[src/rtl/controle_serializador_if.sv]
// Handshake and serial bundle between a parallel producer, the serializer
// controller and a serial consumer.
interface controle_serializador_if #(
   parameter int N = 8
);
   logic [N-1:0] dado;
   logic         valido;
   logic         pronto;
   logic         pausa;
   logic         saida;
   logic         saida_valida;
   logic         fim;
   logic         ocupado;

   modport master (
      output dado, valido, pausa,
      input  pronto, saida, saida_valida, fim, ocupado
   );

   modport slave (
      input  dado, valido, pausa,
      output pronto, saida, saida_valida, fim, ocupado
   );
endinterface

[src/rtl/controle_serializador.sv]
// Load/shift/hold controller for an N-bit flip-flop shift chain: accepts a
// word via valid/ready and emits it LSB first, one bit per clock.
module controle_serializador #(
   parameter int N = 8
) (
   input  logic                   clk,
   input  logic                   rstn,
   controle_serializador_if.slave bus
);

   localparam int             CW   = $clog2(N);
   localparam logic [CW-1:0]  LAST = CW'(N - 1);

   localparam logic [0:0] OCIOSO  = 1'b0;
   localparam logic [0:0] DESLOCA = 1'b1;

   logic [0:0]    state;
   logic [N-1:0]  r;
   logic [CW-1:0] c;

   logic em_desloca;
   logic ultimo;

   assign em_desloca = (state == DESLOCA);
   assign ultimo     = (c == LAST);

   // Pausa masks the last-bit flag, so Pronto cannot open mid-pause.
   assign bus.ocupado      = em_desloca;
   assign bus.saida        = em_desloca & r[0];
   assign bus.saida_valida = em_desloca & ~bus.pausa;
   assign bus.fim          = em_desloca & ~bus.pausa & ultimo;
   assign bus.pronto       = ~em_desloca | bus.fim;

   // NOTE: state registers use non-blocking assignments so every flop samples
   // pre-edge values; the reset is synchronous and wins over any accept.
   always_ff @(posedge clk) begin
      if (!rstn) begin
         state <= OCIOSO;
         r     <= '0;
         c     <= '0;
      end else begin
         case (state)
            OCIOSO: begin
               if (bus.valido) begin
                  r     <= bus.dado;
                  c     <= '0;
                  state <= DESLOCA;
               end
            end
            DESLOCA: begin
               if (!bus.pausa) begin
                  if (ultimo) begin
                     c <= '0;
                     if (bus.valido) begin
                        r <= bus.dado;
                     end else begin
                        r     <= '0;
                        state <= OCIOSO;
                     end
                  end else begin
                     r <= {1'b0, r[N-1:1]};
                     c <= c + 1'b1;
                  end
               end
            end
            default: begin
               state <= OCIOSO;
            end
         endcase
      end
   end

endmodule

[src/flat_wrapper.sv]
// flat-port wrapper written by rule: the top's interface ports become plain ports
module controle_serializador_flat 
#(
   parameter int N = 8
)
  (clk, rstn, bus_dado, bus_valido, bus_pausa, bus_pronto, bus_saida, bus_saida_valida, bus_fim, bus_ocupado);
  controle_serializador_if #(.N(N)) bus_i ();
  input  logic clk;
  input  logic rstn;
  input wire logic [$bits(bus_i.dado)-1:0] bus_dado;
  input wire logic [$bits(bus_i.valido)-1:0] bus_valido;
  input wire logic [$bits(bus_i.pausa)-1:0] bus_pausa;
  output wire logic [$bits(bus_i.pronto)-1:0] bus_pronto;
  output wire logic [$bits(bus_i.saida)-1:0] bus_saida;
  output wire logic [$bits(bus_i.saida_valida)-1:0] bus_saida_valida;
  output wire logic [$bits(bus_i.fim)-1:0] bus_fim;
  output wire logic [$bits(bus_i.ocupado)-1:0] bus_ocupado;
  assign bus_i.dado = bus_dado;
  assign bus_i.valido = bus_valido;
  assign bus_i.pausa = bus_pausa;
  assign bus_pronto = bus_i.pronto;
  assign bus_saida = bus_i.saida;
  assign bus_saida_valida = bus_i.saida_valida;
  assign bus_fim = bus_i.fim;
  assign bus_ocupado = bus_i.ocupado;
  controle_serializador #(.N(N)) u_core (.clk(clk), .rstn(rstn), .bus(bus_i));
endmodule
[config.mk]
export PLATFORM = sky130hd
export DESIGN_NAME = controle_serializador_flat
export DESIGN_NICKNAME = d
export VERILOG_FILES = /design/src/rtl/controle_serializador_if.sv /design/src/rtl/controle_serializador.sv /design/src/flat_wrapper.sv
export SDC_FILE = /design/constraint.sdc
export NUM_CORES = 1
export LEC_CHECK = 0
export CORE_MARGIN = 3
export CORE_UTILIZATION = 45
export DETAILED_ROUTE_END_ITERATION = 10
export PLACE_DENSITY = 0.75
export SLEW_MARGIN = 15
export SYNTH_ARGS = -nofsm -noshare
export SYNTH_HDL_FRONTEND = slang
export SYNTH_SLANG_ARGS = --single-unit
[constraint.sdc]
create_clock -name clk -period 1.7 [get_ports clk]
set_clock_uncertainty 0.2 [all_clocks]
set_input_delay 0.34 -clock clk [delete_from_list [all_inputs] [get_ports clk]]
set_output_delay 0.34 -clock clk [all_outputs]
set_load 0.05 [all_outputs]
==> results.ini, run 1 <==
[layout]
final_cell_mix=a21oi_1, buf_4, o21ai_0, clkdlybuf4s50_1, dfxtp_1
layout-drive-gt1-share=0.2936
fin_util=0.7911
final_common_cell=a21oi_1
nets=125
syn2layout_area_growth_pct=61.43
n_antenna_cell=0

[drt]
drtPass1Iterations=4
totalWireLength_um=1838
vias=749
vias_per_cell=6.040
ant_nets=0
drt_iter0_markers=29
drc_errors=0
avgRoutedWirePerCell_um=14.82

[yosys]
yosys-top-cells-area=dfxtp_1, a21oi_1, o21ai_0, a211oi_1, ha_1
async_reset_ff_frac=0
postSynthCellCount=81
synth_cell_types=21
yosysWarningCount=0
syn_area_um2=645.6
synth_top_flop_cell=dfxtp_1
ys_seq_area_frac=0.3721
synth_top_area_share=0.3721
synth.ff_latch_count=12
avgSynthCellArea_um2=7.971
synth-edff-count=0
synth_top_cell_by_area=dfxtp_1
syn-num-nets=96

[worst_hold_path]
hp-class=reg -> reg
min_from=u_core.r[0]

[power]
cellInternalPower_w=0.0005166
switchingPower_w=0.0002050
combinationalPowerShare=0.224
swShare=0.2841
vdd_drop_max_mv=0.6138
power_density_mw_per_mm2=692.4
total_leakage_power_nw=0.4084
p_seq_frac=0.444
clkPwrFrac=0.332

[critical_path]
startpoint_type=register
end_kind=output port
critPathLaunch=u_core.c[0]
cp.required_ns=1.16
timing.critical_path.mode_cell=ha_4
reg2reg_from=u_core.c[0]
cp_max_fo=4
criticalPathCategory=reg -> out
worstPathArrival_ns=1.33
critPathSlowestCell=dfxtp_2
cp_cell_sequence=ha_4 -> ha_4 -> inv_8 -> o21ai_4 -> buf_12
cpPeakStageDelay_ns=0.37

[sta]
period_share=1.098
relSlewSlack=0.7806
min_period_ns=1.867
setup_viol=2
rsz0062_at_grt=true
finalHoldViolCount=0
fmax_mhz=535.6
maxSlewViolCount=0
worst_pin_slew_ns=0.3280
fin_ws_ns=-0.1669
tns_ns=-0.2543

[placement]
io_buffers=16
place_hpwl_um=1229
place_congestion=0.8028

[outcome]
violations=setup timing
status=finished, violations left

[global_route]
grt_max_degree=11
grt_pass1_wl_um=3015
antenna_found_initial=0
grt_pass1_vias=652
grt-ovfl-total=0
grt_usage=0.2084

[floorplanning]
initial_utilization=0.4900
dieArea_mm2=0.001925
core-area_mm2=0.001318
io-pin-count=17
row_count=13
die_y_um=43.88
chipWidth_um=43.88

[clock_tree]
postCtsHoldBufs=0
clock_latency_ns=0.28
cts_tree=yes
cts_max_path_buffers=2
htree_levels=1
root_buffer=clkbuf_4
cts-buffers-inserted=3
clkSinkCount=12
cts.clk_slew.worst_paths_ns=0.09

[run]
drv_cap=0

## critical path, delay by kind of cell (launching register included)
family | cells | cell delay [ns]
flip-flops | 1 | 0.37
AO/OA/AOI/OAI | 1 | 0.17
adder cells (fa/ha/maj) | 2 | 0.31
buffers and inverters | 2 | 0.19
## logic make-up (layout without fill, tap and decap cells)
kind of cell,after synthesis,after routing,share of synthesized area
flops,12,12,0.3721
fa+ha+maj,3,3,0.05815
simple gates,20,20,0.1531
buf+inv,8,36,0.06394
compound gates,38,38,0.3527
## power groups by stage
stage / combinational [W] / sequential, W / clock, W
after floorplan: 0.0000772 / 0.000326 / 0
final: 0.000162 / 0.000320 / 0.000240
after CTS: 0.000158 / 0.000320 / 0.000240
after global placement: 0.000153 / 0.000324 / 0
after global routing: 0.000175 / 0.000323 / 0.000246
after detailed placement: 0.000156 / 0.000325 / 0
## path summary, 6_finish.rpt
path	end	slack [ns]	cells past startpoint
worst min register to register	u_core.r[0]	0.32	2
worst max-delay path	bus_pronto	-0.17	5
worst min-delay path	u_core.r[0]	0.32	2
worst max register to register	u_core.r[6]	0.10	7
## metrics by stage
step	power, W	setup WS, ns	cells	instance area, um2	hold WS, ns
6_report	0.0007216	-0.1669	124	1042	0.3183
5_1_grt	0.0007434	-0.2007	124	1042	0.3343
4_1_cts	0.0007186	-0.1404	122	1025	0.3086
3_5_place_dp	0.0004808	-0.2927	114	919.6	0.2889
3_3_place_gp	0.0004777	-0.2702	114	919.6	0.2770
2_1_floorplan	0.0004034	0.01619	81	670.6	0.2610
## cells in the mapped netlist (2+ instances only)
library cell / instances
nand3_1: 7
buf_2: 3
a211oi_1: 7
nand2b_1: 2
dfxtp_1: 12
a21boi_0: 3
nand2_1: 4
nor2_1: 3
ha_1: 3
and2_1: 2
o21ai_0: 11
a21oi_1: 14
inv_1: 2
## registers in the layout, indices dropped and copies added, names as in the netlist
register	cells
u_core.bus.ocupado	1
u_core.r	8
u_core.c	3
## final cells by class
cell class,instances,area [um2]
multi-input cells,61,415.4
repair buffers,29,306.5
fillers,89,275.3
flip-flops and latches,12,246.5
clock buffers,4,36.28
inverters,3,18.77
well taps,15,18.77
## layer usage
metal  vias to the layer above  global-route usage  routed length, um
li1                        356                   -                  -
met1                       347              0.2807                779
met2                        37              0.3488                865
met3                         9             0.02490                145
met4                         0             0.05422                 47
met5                         -                   0                  0
## what timing repair did
action / in CTS / in global routing
gates resized for setup: 11 / 1
pin swaps: 2 / 1
endpoints found under the setup margin: 4 / 4
hold endpoints to repair: 0 / 0
buffers inserted: 4 / 2
(Power assumes the default switching activity.)
==> inputs of run 2 (changes only) <==
- CORE_ASPECT_RATIO: not set -> 1.2
- CORE_UTILIZATION: 45 -> 41
- MAX_ROUTING_LAYER: not set -> met4
- PLACE_DENSITY: 0.75 -> 0.72
- clock period: 1.7 -> 1.6 ns (I/O delays scaled with it)
==> run 2 against run 1 <==
Effect of this change:
- the flow still finishes with violations (setup timing)
- wire length rose by 1.0%
- total power rose by 7.4%
- critical path depth did not move
- clock power rose by 4%
- die area rose by 8.5%
- final cell count rose by 2.4%
- register-to-register slack got worse by 0.05 ns
- combinational power rose by 16%
- non-clock buffer count rose by 1
- largest cell class unchanged
- largest power group unchanged
==> results.ini, run 2 (same netlist as run 1, synthesis figures left out) <==
[outcome]
status=finished, violations left
violations=setup timing

[clock_tree]
root_buffer=clkbuf_4
clkSinkCount=12
cts-buffers-inserted=3
clock_latency_ns=0.27
cts.clk_slew.worst_paths_ns=0.08
htree_levels=1
cts_max_path_buffers=2
cts_tree=yes

[placement]
place_congestion=0.7531
place_hpwl_um=1233
io_buffers=16

[sta]
maxSlewViolCount=0
rsz0062_at_grt=true
min_period_ns=1.825
fmax_mhz=548.0
worst_pin_slew_ns=0.2710
relSlewSlack=0.8189
hold_ws_ns=0.3235
period_share=1.141
setup_viol=2
fin_ws_ns=-0.2248
finalHoldViolCount=0

[critical_path]
critPathSlowestCell=dfxtp_2
reg2regPathDepth=5
cp_num_cells=5
end_kind=output port
cp.required_ns=1.08
cp_cell_sequence=ha_4 -> ha_4 -> inv_8 -> o21ai_4 -> buf_12
timing.critical_path.mode_cell=ha_4
cpPeakStageDelay_ns=0.37
worstPathArrival_ns=1.30
cp_max_fo=3
criticalPathCategory=reg -> out
timing.critical_path.buf_inv=2
startpoint_type=register
cp_top_family=flip-flops

[power]
vdd_drop_max_mv=0.5215
total_leakage_power_nw=0.4091
power.total_w=0.0007748
power_density_mw_per_mm2=720.9

[global_route]
antenna_found_initial=0
grt-ovfl-total=0
grt_usage=0.1928
grt_pass1_wl_um=3042
global_route.usage.met2=0.3096
use_met1=0.2220
grt_max_degree=9
grt_util_met3=0.04015
grt_pass1_vias=675
grt.busiest_layer=met2

[layout]
layout-drive-gt1-share=0.3455
nets=126
n_antenna_cell=0
syn2layout_area_growth_pct=66.47
largest_reg_flops=8
top_register=u_core.r
final_cell_mix=a21oi_1, buf_4, o21ai_0, clkdlybuf4s50_1, dfxtp_1
final_common_cell=a21oi_1

[drt]
drc_errors=0
drtPass1Iterations=4
avgRoutedWirePerCell_um=14.62
vias_per_cell=5.732
drt_iter0_markers=24
ant_nets=0
vias=728
totalWireLength_um=1857

[run]
drv_cap=0

[floorplanning]
io-pin-count=17
core-area_mm2=0.001464
chipWidth_um=42.23
die_y_um=49.47
dieArea_mm2=0.002089
row_count=15
initial_utilization=0.4410

[worst_hold_path]
hp-class=reg -> reg
min_path_cells=2

## run 2: timing repair
action | CTS | global route
buffers inserted | 4 | 2
hold buffers | 0 | 0
resized for setup | 8 | 4
endpoints found under the setup margin | 4 | 4
pin swaps | 0 | 6
## run 2: final timing paths
check,from,to,slack [ns]
setup / recovery,u_core.c[0],bus_pronto,-0.22
hold / removal,u_core.c[1],u_core.c[1],0.32
setup reg to reg,u_core.c[0],u_core.c[0],0.05
hold reg to reg,u_core.c[1],u_core.c[1],0.32
## run 2: power by group
part           switching, W  total, W  leakage [nW]  internal [W]
combinational     0.0000905  0.000188         0.287     0.0000977
clock              0.000111  0.000249        0.0210      0.000138
sequential        0.0000160  0.000337         0.101      0.000321
total              0.000217  0.000775         0.409      0.000558
## run 2: metal layers
layer,wire length [um],up-vias
li1,-,354
met1,758,340
met2,975,30
met3,98,4
met4,23,0
met5,0,-
## run 2: through the flow
stage | cell area (um2) | instances | util | setup slack (ns) | TNS, ns
4_1_cts | 1042 | 125 | 0.7120 | -0.2252 | -0.3988
5_1_grt | 1075 | 127 | 0.7342 | -0.2854 | -0.5598
3_3_place_gp | 953.4 | 117 | 0.6513 | -0.2601 | -2.191
2_1_floorplan | 710.7 | 81 | - | -0.001988 | -0.001988
6_report | 1075 | 127 | 0.7342 | -0.2248 | -0.3765
3_5_place_dp | 953.4 | 117 | 0.6513 | -0.2962 | -2.506
## run 2: final cells by class
| cell class | instances | area [um2] |
|---|---|---|
| clock buffers | 4 | 36.28 |
| well taps | 17 | 21.27 |
| multi-input cells | 61 | 431.7 |
| repair buffers | 30 | 316.6 |
| flip-flops and latches | 12 | 246.5 |
| inverters | 3 | 22.52 |
| fillers | 115 | 389.1 |
## run 2: worst min-delay path, delay by kind of cell (launching register included)
family	cells	cell delay, ns
compound gates	2	0.14
flops	1	0.34
